### src/rtl/fsm_frame_tx.sv
// fsm_frame_tx
// Two-wire serial frame transmitter feeding the (a, b) line pair of the
// multi-segment receive FSM. One DATA_W-bit word is accepted per
// valid/ready handshake. Each word is sent as:
//   START  (a=1, b=1)            1 cycle
//   DATA   (a=1, b=bit, LSB 1st) DATA_W cycles
//   PARITY (a=1, b=even parity)  1 cycle, done=1
//   GAP    (a=0, b=0)            GAP_CYCLES cycles
//
// Ports:
//   clk       clock, all state on the rising edge
//   reset     asynchronous, active-high reset
//   tx_data   payload word, sampled only on the handshake
//   tx_valid  producer has a word
//   tx_ready  block can accept a word this cycle (IDLE and not in reset)
//   a         line strobe / frame-active
//   b         line data / start marker
//   busy      frame in progress (any state other than IDLE)
//   done      one-cycle pulse during the parity cycle
module fsm_frame_tx #(
  parameter int DATA_W     = 8,
  parameter int GAP_CYCLES = 1
) (
  input  logic              clk,
  input  logic              reset,
  input  logic [DATA_W-1:0] tx_data,
  input  logic              tx_valid,
  output logic              tx_ready,
  output logic              a,
  output logic              b,
  output logic              busy,
  output logic              done
);

  localparam int CNT_W = $clog2(DATA_W);
  localparam int GAP_W = (GAP_CYCLES > 0) ? $clog2(GAP_CYCLES + 1) : 1;

  localparam logic [CNT_W-1:0] LAST_BIT = CNT_W'(DATA_W - 1);
  // The gap counter is loaded with "remaining cycles after this one".
  localparam logic [GAP_W-1:0] GAP_LOAD =
    (GAP_CYCLES > 0) ? GAP_W'(GAP_CYCLES - 1) : '0;

  typedef enum logic [2:0] {
    IDLE   = 3'd0,
    START  = 3'd1,
    DATA   = 3'd2,
    PARITY = 3'd3,
    GAP    = 3'd4
  } state_t;

  state_t            state_reg,   state_next;
  logic [DATA_W-1:0] shift_reg,   shift_next;
  logic              parity_reg,  parity_next;
  logic [CNT_W-1:0]  bit_cnt_reg, bit_cnt_next;
  logic [GAP_W-1:0]  gap_cnt_reg, gap_cnt_next;

  // Ready is held low while reset is asserted so no word can be taken
  // by an edge that happens to coincide with reset release.
  assign tx_ready = (state_reg == IDLE) && !reset;

  always_ff @(posedge clk or posedge reset) begin
    if (reset) begin
      state_reg   <= IDLE;
      shift_reg   <= '0;
      parity_reg  <= 1'b0;
      bit_cnt_reg <= '0;
      gap_cnt_reg <= '0;
    end else begin
      state_reg   <= state_next;
      shift_reg   <= shift_next;
      parity_reg  <= parity_next;
      bit_cnt_reg <= bit_cnt_next;
      gap_cnt_reg <= gap_cnt_next;
    end
  end

  // Line outputs depend only on registered state, so nothing on the
  // producer side can glitch a or b.
  always_comb begin
    state_next   = state_reg;
    shift_next   = shift_reg;
    parity_next  = parity_reg;
    bit_cnt_next = bit_cnt_reg;
    gap_cnt_next = gap_cnt_reg;
    a            = 1'b0;
    b            = 1'b0;
    done         = 1'b0;
    busy         = 1'b1;

    case (state_reg)
      IDLE: begin
        busy = 1'b0;
        if (tx_valid && tx_ready) begin
          shift_next   = tx_data;
          parity_next  = ^tx_data;
          bit_cnt_next = '0;
          state_next   = START;
        end
      end

      START: begin
        a            = 1'b1;
        b            = 1'b1;
        bit_cnt_next = '0;
        state_next   = DATA;
      end

      DATA: begin
        a            = 1'b1;
        b            = shift_reg[0];
        shift_next   = shift_reg >> 1;
        bit_cnt_next = bit_cnt_reg + CNT_W'(1);
        if (bit_cnt_reg == LAST_BIT) begin
          state_next = PARITY;
        end
      end

      PARITY: begin
        a    = 1'b1;
        b    = parity_reg;
        done = 1'b1;
        if (GAP_CYCLES > 0) begin
          gap_cnt_next = GAP_LOAD;
          state_next   = GAP;
        end else begin
          state_next = IDLE;
        end
      end

      GAP: begin
        if (gap_cnt_reg == '0) begin
          state_next = IDLE;
        end else begin
          gap_cnt_next = gap_cnt_reg - GAP_W'(1);
        end
      end

      // Unused encodings recover to IDLE with the line quiet.
      default: begin
        state_next = IDLE;
      end
    endcase
  end

endmodule
### config.mk
export PLATFORM = sky130hd
export DESIGN_NAME = fsm_frame_tx
export DESIGN_NICKNAME = d
export VERILOG_FILES = /design/src/rtl/fsm_frame_tx.sv
export SDC_FILE = /design/constraint.sdc
export NUM_CORES = 1
export LEC_CHECK = 0
export CAP_MARGIN = 25
export CORE_ASPECT_RATIO = 0.8
export CORE_MARGIN = 4
export CORE_UTILIZATION = 45
export DETAILED_ROUTE_END_ITERATION = 6
export GPL_ROUTABILITY_DRIVEN = 0
export GPL_TIMING_DRIVEN = 0
export PLACE_DENSITY = 0.82
export SKIP_LAST_GASP = 1
export SLEW_MARGIN = 20
export SYNTH_ARGS = -nofsm -noshare
export SYNTH_HDL_FRONTEND = slang
export SYNTH_SLANG_ARGS = --single-unit
### constraint.sdc
create_clock -name clk -period 1.4 [get_ports clk]
set_input_delay 0.21 -clock clk [delete_from_list [all_inputs] [get_ports clk]]
set_output_delay 0.21 -clock clk [all_outputs]
set_load 0.005 [all_outputs]
* Word level (Yosys, flattened, before mapping)
Cells that the tools add are included.
Storage, ports and cells: flip-flop bits (word level) 16, output and inout bits 5, word-level logic and storage cells 42
Cells by class: add/subtract/negate cells 2, equal/unequal tests 8, mux-type cells 14, reduce and logical (&&, ||, !) cells 13
Operators by type and width (number):
- $pmux W8 S2 | 1
- $pmux W3 S5 | 1
- $mux W3 | 4
- $pmux W3 S3 | 1
- $mux W8 | 1
- $reduce_xor A8 Y1 | 1
- $eq A3 B2 Y1 const B | 2
- $eq A3 B3 Y1 const B | 2
- $reduce_and A2 Y1 | 3
- $mux W1 | 4
- $ne A2 B2 Y1 const B | 2
- $reduce_bool A2 Y1 | 2
- $add A3 B1 Y3 const B | 1
- $eq A3 B1 Y1 const B | 1
- $logic_not A3 Y1 | 1
- $pmux W1 S3 | 1
- $reduce_and A3 Y1 | 1
- $reduce_bool A3 Y1 | 1
- $reduce_or A3 Y1 | 1
- $logic_and A1 B1 Y1 | 2
- $ne A2 B1 Y1 const B | 1
- $pmux W1 S2 | 1
- $logic_not A1 Y1 | 1
- $sub A1 B1 Y1 const B | 1

* Logic depth before layout (Yosys ltp)
depth after elaboration 5, depth in mapped cells 6, mapped depth without buffers 4

* Least setup slack after synthesis
No wires, ideal clock.
path kind reg2reg, from register state_reg[2], to register parity_reg, data arrival time 1.175 ns, required time 1.275 ns, setup slack 0.100 ns, cell stages (with the launch flop) 6, cells stage by stage dfrtp_1 -> buf_2 -> nor2_2 -> nand2_1 -> nor2_1 -> mux2_2
Between the ends: longest elaborated chain between the ends 4
RTL lines:
- start, declared | RTL line 51 | state_t state_reg, state_next;
- start signal, assigned | RTL line 69 | state_reg <= state_next;
- $logic_not A3 Y1 * | RTL line 59, 90
- $logic_and A1 B1 Y1 | RTL line 59 | assign tx_ready = (state_reg == IDLE) && !reset;
- $logic_and A1 B1 Y1 | RTL line 93 | if (tx_valid && tx_ready) begin
- $reduce_and A2 Y1 (no line) *
- end signal, assigned | RTL line 71 | parity_reg <= parity_next;
- end, declared | RTL line 53 | logic parity_reg, parity_next;
Every way passes the cells marked *; elsewhere a longest branch is shown, timed or not. A chain may end at the register's enable or synchronous reset.

* Worst setup path in the final report
from register state_reg[0], to output a
Between the ends: longest elaborated chain between the ends 3
RTL lines:
- $eq A3 B2 Y1 or $eq A3 B1 Y1 (tied branches) | RTL line 90 | case (state_reg)
- $reduce_or A3 Y1 (no line) *
- $mux W1 * | RTL line 90
- end, declared | RTL line 29 | output logic a,
Marks and branches as above.

==> results.ini <==
[power]
fin_total_pwr_mw=2.70
power.density_nw_per_um2=2040
p_leak_nw=0.645
sw_frac_of_total_pct=39.0
p_switching_mw=1.05
peakVddDrop_v=0.00133
p_int_mw=1.65
combPwrFrac_pct=63.0
seqPwrFrac_pct=27.9
clkPwrFrac_pct=9.2

[clock_tree]
insertion_delay_ns=0.29
clk_path_buf_depth=2
cts_root_buffer=clkbuf_4
cts_tree=done
cts_made_buffers=3
h-tree-depth=1
numClockSinks=15
hold_buffers=0
clkSlewWorstSetupHoldPaths_ns=0.10

[placed_design]
dpl.hpwl_um=1280
portBuffers=15
preCtsSetupSlack_ns=-0.297

[logic_synthesis]
synth_top_area_share_pct=44.9
synthCells=84
syn_area_per_cell_um2=9.95
syn_area_um2=836
synth_cell_types=25
ys_warn_count=0
synth_seq_cells=15
yosysTopAreaCell=dfrtp_1
synth_seq_area_share_pct=44.9
synth.area.top_cells=dfrtp_1 (45%), mux2i_1 (8.4%), xnor2_1 (7.3%), nand2_1 (5.4%), nor2_1 (3.6%)
syn-num-nets=97

[die]
coreArea_um2=1690
rows=13
die_w_um=56.2
die_h_um=46.5
start_util_pct=49.4
die-area_um2=2620
design.portCount=16

[setup_path]
critPathCaptureType=primary output
rr_worst_depth=6
cp-start-kind=flop
criticalPathCategory=reg -> out
path_max_fanout=5
cp.arrival_ns=1.28
worstPathRequired_ns=1.19

[route]
dr.pass1.iters=4
avgViaCountPerCell=5.30
route.detailed.drc=0
wl_um=2490
avgRoutedWirePerCell_um=16.8
ant_nets=0
via_count=784
drt_iter0_markers=53

[finish]
diodes=0
final_nets=140
drive_above_1_share_pct=46.8
fill_cells=104
areaGrowthSynthToFinish_pct=57.9
largest_register_ff_count=8
final_core_util_pct=78.0

[sta]
timing.final.crit_period_ns=1.49
grt_setup_unrepaired=yes
slew_headroom_pct=61.5
slew_viol_final=0
finalHoldViolCount=0
fin_ws_ns=-0.0891
fmax_ghz=0.672
tightest_slew_ns=0.577
min_period_over_period_pct=106
fin_skew_ns=0.0153
hold_ws_ns=0.401
finalSetupViolations=6

[worst_hold_path]
hold_class=in -> async

[run]
maxCapViolations=0

[global_routing]
grt_first_pass_wirelength_um=3420
antenna_found_initial=0
gr-usage-all-layers_pct=17.6
gr-total-overflow=0
grt_max_degree=16
grt_pass1_vias=745

[run_status]
violations=setup timing
outcome=complete, but fails checks

## cell usage after synthesis
cell type	n
dfrtp_1	15
nand2_1	12
nor2_1	8
mux2i_1	7
xnor2_1	7
o21ai_0	4
o21ai_1	4
a21oi_1	3
buf_2	3
o21ai_2	3
a22oi_1	2
ha_1	2
nor3_1	2
a211o_4	1
a21o_1	1
a22o_1	1
buf_4	1
buf_6	1
inv_1	1
inv_2	1
mux2_2	1
nand2b_4	1
nand3b_1	1
nor2_2	1
xor2_1	1
## cells in the final DEF (no fill, tap or decap)
master and n:
buf_4 17, o21ai_2 5, o21ai_0 3, nand2_4 2
a22oi_1 2, mux2i_1 7, a21o_1 1, mux2_4 1
nand3b_1 1, clkbuf_2 1, clkbuf_16 1, a22o_1 1
nand2b_4 1, a21oi_1 3, nor3_1 2, a211o_4 1
dfrtp_1 15, clkinv_2 1, clkbuf_4 3, xor2_1 1
buf_6 7, xnor2_1 7, buf_8 2, nor2_4 3
inv_1 1, inv_6 1, nand2_1 4, o21ai_1 3
nor2_2 2, buf_2 5, clkdlybuf4s50_1 10, nor2_1 4
ha_1 2, nand2_2 6
## worst max-delay path, cell delays in order (launching register included)
cell and delay (ns):
dfrtp_1 0.42, buf_6 0.15, buf_4 0.14, nor2_4 0.11, nor2_1 0.06, clkbuf_2 0.12
## path summary, 6_finish.rpt
kind                              startpoint              to  slack, ns
worst max-delay path            state_reg[0]               a      -0.09
worst min-delay path                   reset  bit_cnt_reg[0]       0.40
worst max register to register  state_reg[0]      parity_reg      -0.03
worst min register to register  shift_reg[0]    shift_reg[0]       0.49
max in group asynchronous              reset  bit_cnt_reg[1]       0.60
min in group clk                shift_reg[0]    shift_reg[0]       0.49
## per-layer routing
layer / global-route usage, % / wire length (um)
met1: 20.1 / 1060
met2: 29.4 / 1240
met3: 7.00 / 137
met4: 9.00 / 55
met5: 0 / 0
## metrics by stage
step	TNS [ns]	cells	instance area (um2)
2_1_floorplan	0	84	836
3_3_place_gp	-2.24	121	1010
3_5_place_dp	-2.51	121	1010
4_1_cts	-0.126	136	1160
5_1_grt	-0.785	148	1320
6_report	-0.278	148	1320
## kinds of logic after synthesis
| family | share of synthesized area [%] |
|---|---|
| multiplexers | 9.73 |
| AND/OR/NAND/NOR | 13.5 |
| adder cells (fa/ha/maj) | 2.99 |
| buffers and inverters | 4.94 |
| flip-flops | 44.9 |
| AO/OA/AOI/OAI | 15.6 |
| XOR/XNOR | 8.38 |
## timing repair
item | CTS | global route
setup endpoints to repair | 6 | 15
buffers inserted | 11 | 10
resized for setup | 36 | 19
gates cloned | 0 | 2
hold endpoints to repair | 0 | 0
pin swaps | 4 | 11
## power groups by stage
| stage | Clock [mW] | Sequential, mW | Combinational, mW |
|---|---|---|---|
| after floorplan | 0 | 0.697 | 0.725 |
| after global placement | 0 | 0.715 | 0.973 |
| after detailed placement | 0 | 0.729 | 1.01 |
| after CTS | 0.255 | 0.723 | 1.25 |
| after global routing | 0.287 | 0.770 | 1.81 |
| final | 0.248 | 0.752 | 1.70 |
## layout make-up
| cell class | count | area, um2 | area share (%) |
|---|---|---|---|
| Buffer | 5 | 63.8 | 4.83 |
| Clock buffer | 3 | 22.5 | 1.71 |
| Sequential cell | 15 | 375 | 28.4 |
| Multi-Input combinational cell | 62 | 485 | 36.8 |
| Inverter | 2 | 12.5 | 0.948 |
| Clock inverter | 1 | 5.00 | 0.379 |
| Timing Repair Buffer | 38 | 328 | 24.8 |
| Tap cell | 22 | 27.5 | 2.09 |
Note: power is estimated with default switching activity, not from simulation.
